<file path="src/rtl/idli_sqi_rsp_m.sv">
// SQI (quad-SPI) responder: decodes READ/WRITE commands from the initiator and
// streams 16-bit words to/from a backing store with auto-incrementing word address.
module idli_sqi_rsp_m (
    input  logic        i_srsp_gck,
    input  logic        i_srsp_rst_n,
    input  logic        i_srsp_cs_n,
    input  logic [3:0]  i_srsp_sio,
    output logic [3:0]  o_srsp_sio,
    output logic        o_srsp_sio_oe,
    output logic [15:0] o_srsp_mem_addr,
    output logic        o_srsp_mem_rd,
    input  logic [15:0] i_srsp_mem_rdata,
    output logic        o_srsp_mem_wr,
    output logic [15:0] o_srsp_mem_wdata
);

    localparam int unsigned AW = 16;
    localparam int unsigned DW = 16;
    localparam int unsigned NW = 4;

    localparam logic [7:0] CMD_READ  = 8'h03;
    localparam logic [7:0] CMD_WRITE = 8'h02;

    // Nibble-counter values at which the per-word events fall (counter = cycle mod 4)
    localparam logic [1:0] CNT_ADDR_LAST = 2'd1;
    localparam logic [1:0] CNT_RD_STROBE = 2'd2;
    localparam logic [1:0] CNT_RD_RELOAD = 2'd3;
    localparam logic [1:0] CNT_WR_STROBE = 2'd1;

    typedef enum logic [2:0] {
        IDLE,
        CMD,
        ADDR,
        DUMMY,
        RDATA,
        WDATA,
        IGNORE
    } state_t;

    state_t          state, state_d;
    logic [1:0]      cnt, cnt_d;
    logic [AW-1:0]   addr, addr_d;
    logic [DW-1:0]   tx, tx_d;
    logic [DW-1:0]   rx, rx_d;
    logic [NW-1:0]   cmd_hi, cmd_hi_d;
    logic            is_rd, is_rd_d;

    // State and datapath registers
    always_ff @(posedge i_srsp_gck or negedge i_srsp_rst_n) begin
        if (!i_srsp_rst_n) begin
            state  <= IDLE;
            cnt    <= 2'd0;
            addr   <= '0;
            tx     <= '0;
            rx     <= '0;
            cmd_hi <= '0;
            is_rd  <= 1'b0;
        end else begin
            state  <= state_d;
            cnt    <= cnt_d;
            addr   <= addr_d;
            tx     <= tx_d;
            rx     <= rx_d;
            cmd_hi <= cmd_hi_d;
            is_rd  <= is_rd_d;
        end
    end

    // Next-state, datapath updates and memory/SIO outputs
    always_comb begin
        state_d          = state;
        cnt_d            = 2'(cnt + 2'd1);
        addr_d           = addr;
        tx_d             = tx;
        rx_d             = rx;
        cmd_hi_d         = cmd_hi;
        is_rd_d          = is_rd;
        o_srsp_sio       = 4'h0;
        o_srsp_sio_oe    = 1'b0;
        o_srsp_mem_addr  = addr;
        o_srsp_mem_rd    = 1'b0;
        o_srsp_mem_wr    = 1'b0;
        o_srsp_mem_wdata = '0;

        unique case (state)
            IDLE: begin
                cmd_hi_d = i_srsp_sio;
                state_d  = CMD;
            end
            CMD: begin
                if ({cmd_hi, i_srsp_sio} == CMD_READ) begin
                    is_rd_d = 1'b1;
                    state_d = ADDR;
                end else if ({cmd_hi, i_srsp_sio} == CMD_WRITE) begin
                    is_rd_d = 1'b0;
                    state_d = ADDR;
                end else begin
                    state_d = IGNORE;
                end
            end
            ADDR: begin
                addr_d = {addr[AW-5:0], i_srsp_sio};
                if (cnt == CNT_ADDR_LAST) begin
                    state_d = is_rd ? DUMMY : WDATA;
                end
            end
            DUMMY: begin
                o_srsp_mem_rd = (cnt == CNT_RD_STROBE);
                if (cnt == CNT_RD_RELOAD) begin
                    tx_d    = i_srsp_mem_rdata;
                    state_d = RDATA;
                end
            end
            RDATA: begin
                // Prefetch of the next word is issued two nibbles before it is needed
                o_srsp_sio_oe   = 1'b1;
                o_srsp_sio      = tx[DW-1:DW-4];
                o_srsp_mem_addr = AW'(addr + AW'(1));
                tx_d            = {tx[DW-5:0], 4'h0};
                if (cnt == CNT_RD_STROBE) begin
                    o_srsp_mem_rd = 1'b1;
                    addr_d        = AW'(addr + AW'(1));
                end
                if (cnt == CNT_RD_RELOAD) begin
                    tx_d = i_srsp_mem_rdata;
                end
            end
            WDATA: begin
                rx_d = {rx[DW-5:0], i_srsp_sio};
                if (cnt == CNT_WR_STROBE) begin
                    o_srsp_mem_wr    = 1'b1;
                    o_srsp_mem_wdata = {rx[DW-5:0], i_srsp_sio};
                    addr_d           = AW'(addr + AW'(1));
                end
            end
            IGNORE: begin
                state_d = IGNORE;
            end
            default: begin
                state_d = IDLE;
            end
        endcase

        // Deselect aborts everything and suppresses any strobe due this cycle
        if (i_srsp_cs_n) begin
            state_d          = IDLE;
            cnt_d            = 2'd0;
            addr_d           = addr;
            o_srsp_mem_rd    = 1'b0;
            o_srsp_mem_wr    = 1'b0;
            o_srsp_mem_wdata = '0;
        end
    end

endmodule

</file>
<file path="config.mk">
export PLATFORM = sky130hd
export DESIGN_NAME = idli_sqi_rsp_m
export DESIGN_NICKNAME = d
export VERILOG_FILES = /design/src/rtl/idli_sqi_rsp_m.sv
export SDC_FILE = /design/constraint.sdc
export NUM_CORES = 1
export LEC_CHECK = 0
export CAP_MARGIN = 40
export CORE_ASPECT_RATIO = 0.6
export CORE_MARGIN = 8
export CORE_UTILIZATION = 55
export CTS_CLUSTER_SIZE = 8
export DETAILED_ROUTE_END_ITERATION = 10
export PLACE_DENSITY = 0.8
export SETUP_SLACK_MARGIN = 0.5
export SLEW_MARGIN = 15
export SYNTH_ARGS = -nofsm -noshare
export SYNTH_HDL_FRONTEND = slang
export SYNTH_SLANG_ARGS = --single-unit
</file>
<file path="constraint.sdc">
create_clock -name i_srsp_gck -period 4.4 [get_ports i_srsp_gck]
set_input_delay 0.88 -clock i_srsp_gck [delete_from_list [all_inputs] [get_ports i_srsp_gck]]
set_output_delay 0.88 -clock i_srsp_gck [all_outputs]
set_load 0.005 [all_outputs]
</file>
### Yosys cells after proc, flatten, opt, wreduce, memory -nomap -nowiden

Cells that the tools add are included.
W data, S select, Z words.

* add/subtract/negate cells: 2
* bitwise gates (word level): 1
* multiplexer cells: 28
* reduce and logical (&&, ||, !) cells: 9
* equality and inequality tests: 17

Operators with widths (number)
* $mux W16: 8
* $pmux W16 S3: 1
* $pmux W16 S2: 1
* $mux W3: 6
* $pmux W3 S6: 1
* $add A16 B1 Y16 const B: 1
* $eq A8 B2 Y1 const B: 2
* $eq A3 B3 Y1 const B: 3
* $mux W1: 8
* $eq A3 B2 Y1 const B: 2
* $ne A2 B2 Y1 const B: 3
* $ne A3 B3 Y1 const B: 2
* $eq A2 B2 Y1 const B: 2
* $mux W4: 1
* $reduce_and A2 Y1: 2
* $reduce_and A4 Y1: 1
* $reduce_bool A2 Y1: 2
* $eq A3 B1 Y1 const B: 1
* $logic_not A3 Y1: 1
* $reduce_and A3 Y1: 1
* $reduce_bool A3 Y1: 1
* $add A2 B1 Y2 const B: 1
* $eq A2 B1 Y1 const B: 1
* $mux W2: 1
* other kinds (4): 4

* input port bits: 23
* word-level logic and storage cells: 64
* register bits: 54
* output and inout bits: 39

### Longest topological paths before layout

* word-level depth: 5
* depth in mapped cells: 7
* gate-level depth less buffers: 6

### Least setup slack after synthesis

Ideal clock, no wire load.

* path kind: input port to output port
* from: in i_srsp_cs_n
* to: out o_srsp_mem_wdata[10]
* setup slack: 1658 ps
* required time: 3520 ps
* path buffers: 2
* stages: 4
* arrival time: 1862 ps
* cell sequence: clkbuf_1 -> nor3b_1 -> buf_2 -> and2_1

* word-level cells in the longest chain between the ends: 1

Ends and longest elaborated chain
* start: declaration: line 6 `input logic i_srsp_cs_n,`
* $mux W16: line 145 `if (i_srsp_cs_n) begin`
* end: declaration: line 14 `output logic [15:0] o_srsp_mem_wdata`

Every way passes these cells.

### Final worst setup path

* from: reg state[1]
* to: out o_srsp_mem_addr[5]

* word-level cells in the longest chain between the ends: 2

Ends and longest elaborated chain
* start: declaration: line 40 `state_t state, state_d;`
* start signal: assignment: line 59 `state <= state_d;`
* $eq A3 B3 Y1: line 85 `unique case (state)`
* $mux W16: line 85
* end: declaration: line 10 `output logic [15:0] o_srsp_mem_addr,`

Every way passes these cells.

==> out/results.ini <==
[run_status]
outcome = completed

[route]
num_vias = 2942
via_per_inst = 6.07
wl_per_cell_um = 16.8
drc = 0
first_iter_violations = 296
wl_um = 8160
antenna_left = 0
drtPass1Iterations = 5

[clock_tree]
post_cts.repair.setup_buffers = 0
cts_buffers = 5
cts_tree = built
cts_hold_repair.buffers = 0
cts-root-buf = clkbuf_8
worstSkewPairLatency_ps = 320
h-tree-depth = 2
cts_sinks = 54
cts_buffer_depth = 2
path_clk_slew_ps = 100

[worst_hold_path]
holdCritPathClass = flip-flop to flip-flop
min_delay_worst_endpoint = tx[13]
hold_path_startpoint = tx[13]
hold_depth = 2

[setup_path]
worstReg2RegStart = state[2]
crit_path_end_kind = primary output
cp_num_buf_inv = 2
r2r-end = tx[14]
crit_slowest_cell = dfrtp_1
arrival_ps = 2810
critPathLaunchType = flip-flop
cp_top_family = buffers and inverters
cp_cell_sequence = or3b_1 -> clkinvlp_4 -> nand4_1 -> xnor2_1 -> clkdlybuf4s50_1
slowest_delay_ps = 630
rr_worst_depth = 4
ff2ff_setup_slack_ps = 2000
worstSetupPathType = flip-flop to primary output
required_ps = 3520
crit_fanout = 16
path_depth = 5

[flow_run]
drv_cap = 0

[sta]
tightest_slew_ps = 857
finalCritPeriodShare_pct = 83.9
min_period_ps = 3690
fmax_mhz = 271
finalSetupViolCount = 0
max_slew_margin_pct = 42.9
maxSlewViolCount = 0
skew_ps = 12.8
hold_violations = 0
rsz0062_at_grt = no
fin_tns_setup_ps = 0

[floorplan]
die_w_um = 115
ios = 62
core_area_um2 = 5620
placement_rows = 21
dieArea_um2 = 8660
die_h_um = 75.4
initial_core_util_pct = 57.5

[finish]
drive_above_1_share_pct = 10.6
fillers = 446
diodes = 0
fin_nets = 432
area_growth_pct = 21.8
multi_input_area_um2 = 1700
seqCellArea_um2 = 1350

[yosys]
syn_area_um2 = 3230
synth-seq-cells = 54
netlist_instances = 357
syn_avg_cell_area_um2 = 9.05
synth_cell_type_count = 54
ys_async_sr_fraction_pct = 100
yosys_warnings = 0
synth-main-ff-cell = dfrtp_1
ys_seq_area_share_pct = 41.8
synth_edf_count = 0
synth_nets = 384

[global_route]
grt_pass1_vias = 2799
grt_overflow_total = 0
grt_max_degree = 30
grt_pass1_wl_um = 13400
grt.total_usage_pct = 19.3
antenna_found_initial = 0

[place]
dp_hpwl_um = 5870
port_buffers = 61
place_congestion = 0.925

[pwr]
peakVddDrop_v = 0.000245
fin_total_pwr_uw = 2270
powerDensity_nw_per_um2 = 577
leakage_uw = 0.00152

-- through the flow --
step	instances	hold WS (ps)	worst slack, ps	cell area, um2	util, %
2_1_floorplan	357	442	1660	3230	-
3_5_place_dp	478	466	996	3850	68.5
4_1_cts	485	488	681	3930	69.9
5_1_grt	485	503	520	3940	70.0
3_3_place_gp	478	454	1030	3850	68.5
6_report	485	485	708	3940	70.0
-- layout make-up --
class / instances / area share [%]
timing repair buffer: 67 / 16.5
tap: 80 / 2.54
multi-input combinational: 265 / 43.3
inverter: 12 / 1.24
sequential: 54 / 34.3
clock buffer: 5 / 1.75
clock inverter: 2 / 0.350
-- worst max path at each step --
stage                           start              endpoint  slack [ps]
after floorplan           i_srsp_cs_n  o_srsp_mem_wdata[10]        1660
after global placement    i_srsp_cs_n  o_srsp_mem_wdata[15]        1030
after detailed placement  i_srsp_cs_n  o_srsp_mem_wdata[11]        1000
after CTS                    state[2]   o_srsp_mem_addr[15]         680
after global routing         state[1]    o_srsp_mem_addr[5]         520
final                        state[1]    o_srsp_mem_addr[5]         710
-- flip-flops by register name, summed over array words and instances, names as in the netlist --
signal	cells
addr	16
is_rd	1
rx	12
cmd_hi	4
tx	16
cnt	2
state	3
-- what timing repair did --
item                                    4_1_cts  5_1_grt
resized for setup                             0        1
hold endpoints to repair                      0        0
endpoints found under the setup margin        0        2
-- power breakdown --
group / internal (uW) / switching (uW) / total, uW
Combinational: 523 / 507 / 1030
Clock: 110 / 163 / 274
Sequential: 704 / 265 / 969
-- placed cells by master (no fill, tap or decap), drive strengths merged, types with 9 or more instances in the layout --
cell           netlist  routed
clkdlybuf4s50        0      60
dfrtp               54      54
nand2               46      46
nor2                25      25
o21ai               21      21
and2                20      20
o22ai               20      20
a21oi               18      18
mux2                17      17
inv                 12      12
nand3               10      10
xnor2                9       9
-- tightest hold or removal path, stage by stage (launching register included) --
cell and delay, ps:
dfrtp_1 340, nand2_1 40, o21ai_0 70
-- cells in the mapped netlist (2+ instances only) --
| master | number | area (um2) |
|---|---|---|
| o21ai_0 | 21 | 105 |
| mux2_2 | 17 | 191 |
| nor3_1 | 5 | 25.0 |
| a221oi_1 | 2 | 17.5 |
| and2_1 | 20 | 125 |
| nand2b_1 | 2 | 12.5 |
| nor4_1 | 5 | 31.3 |
| buf_2 | 12 | 60.1 |
| ha_1 | 4 | 50.1 |
| inv_1 | 12 | 45.0 |
| o2bb2ai_1 | 7 | 61.3 |
| or2_2 | 2 | 12.5 |
| nand2_1 | 46 | 173 |
| a2bb2oi_1 | 6 | 52.6 |
| nand3_1 | 9 | 45.0 |
| nand4_1 | 2 | 12.5 |
| a21oi_1 | 17 | 85.1 |
| buf_6 | 2 | 22.5 |
| nor3b_1 | 2 | 15.0 |
| dfrtp_1 | 54 | 1350 |
| o211ai_1 | 4 | 30.0 |
| a211oi_1 | 2 | 15.0 |
| a31oi_1 | 3 | 18.8 |
| nor2_1 | 25 | 93.8 |
| o22ai_1 | 20 | 125 |
| clkbuf_1 | 11 | 41.3 |
| a22oi_1 | 3 | 22.5 |
| xor2_1 | 6 | 52.6 |
| xnor2_1 | 9 | 78.8 |
| or3_1 | 3 | 18.8 |
-- per-layer routing --
metal  routed length [um]  vias up  GRT usage [%]  share of wire (%)
li1                     -     1369              -                  -
met4                  143        0           7.37                1.8
met1                 3790     1421           26.3                 46
met3                  688       17           4.35                8.4
met5                    0        -              0                  0
met2                 3540      135           29.6                 43
-- logic make-up after synthesis --
| kind of cell | Yosys count | share of synthesized area (%) |
|---|---|---|
| compound gates | 93 | 19.0 |
| xor+xnor | 15 | 4.07 |
| fa+ha+maj | 4 | 1.55 |
| buf+inv | 38 | 5.46 |
| flops | 54 | 41.8 |
| mux | 18 | 6.24 |
| simple gates | 135 | 21.8 |
Power figures use the tool's default switching activity.
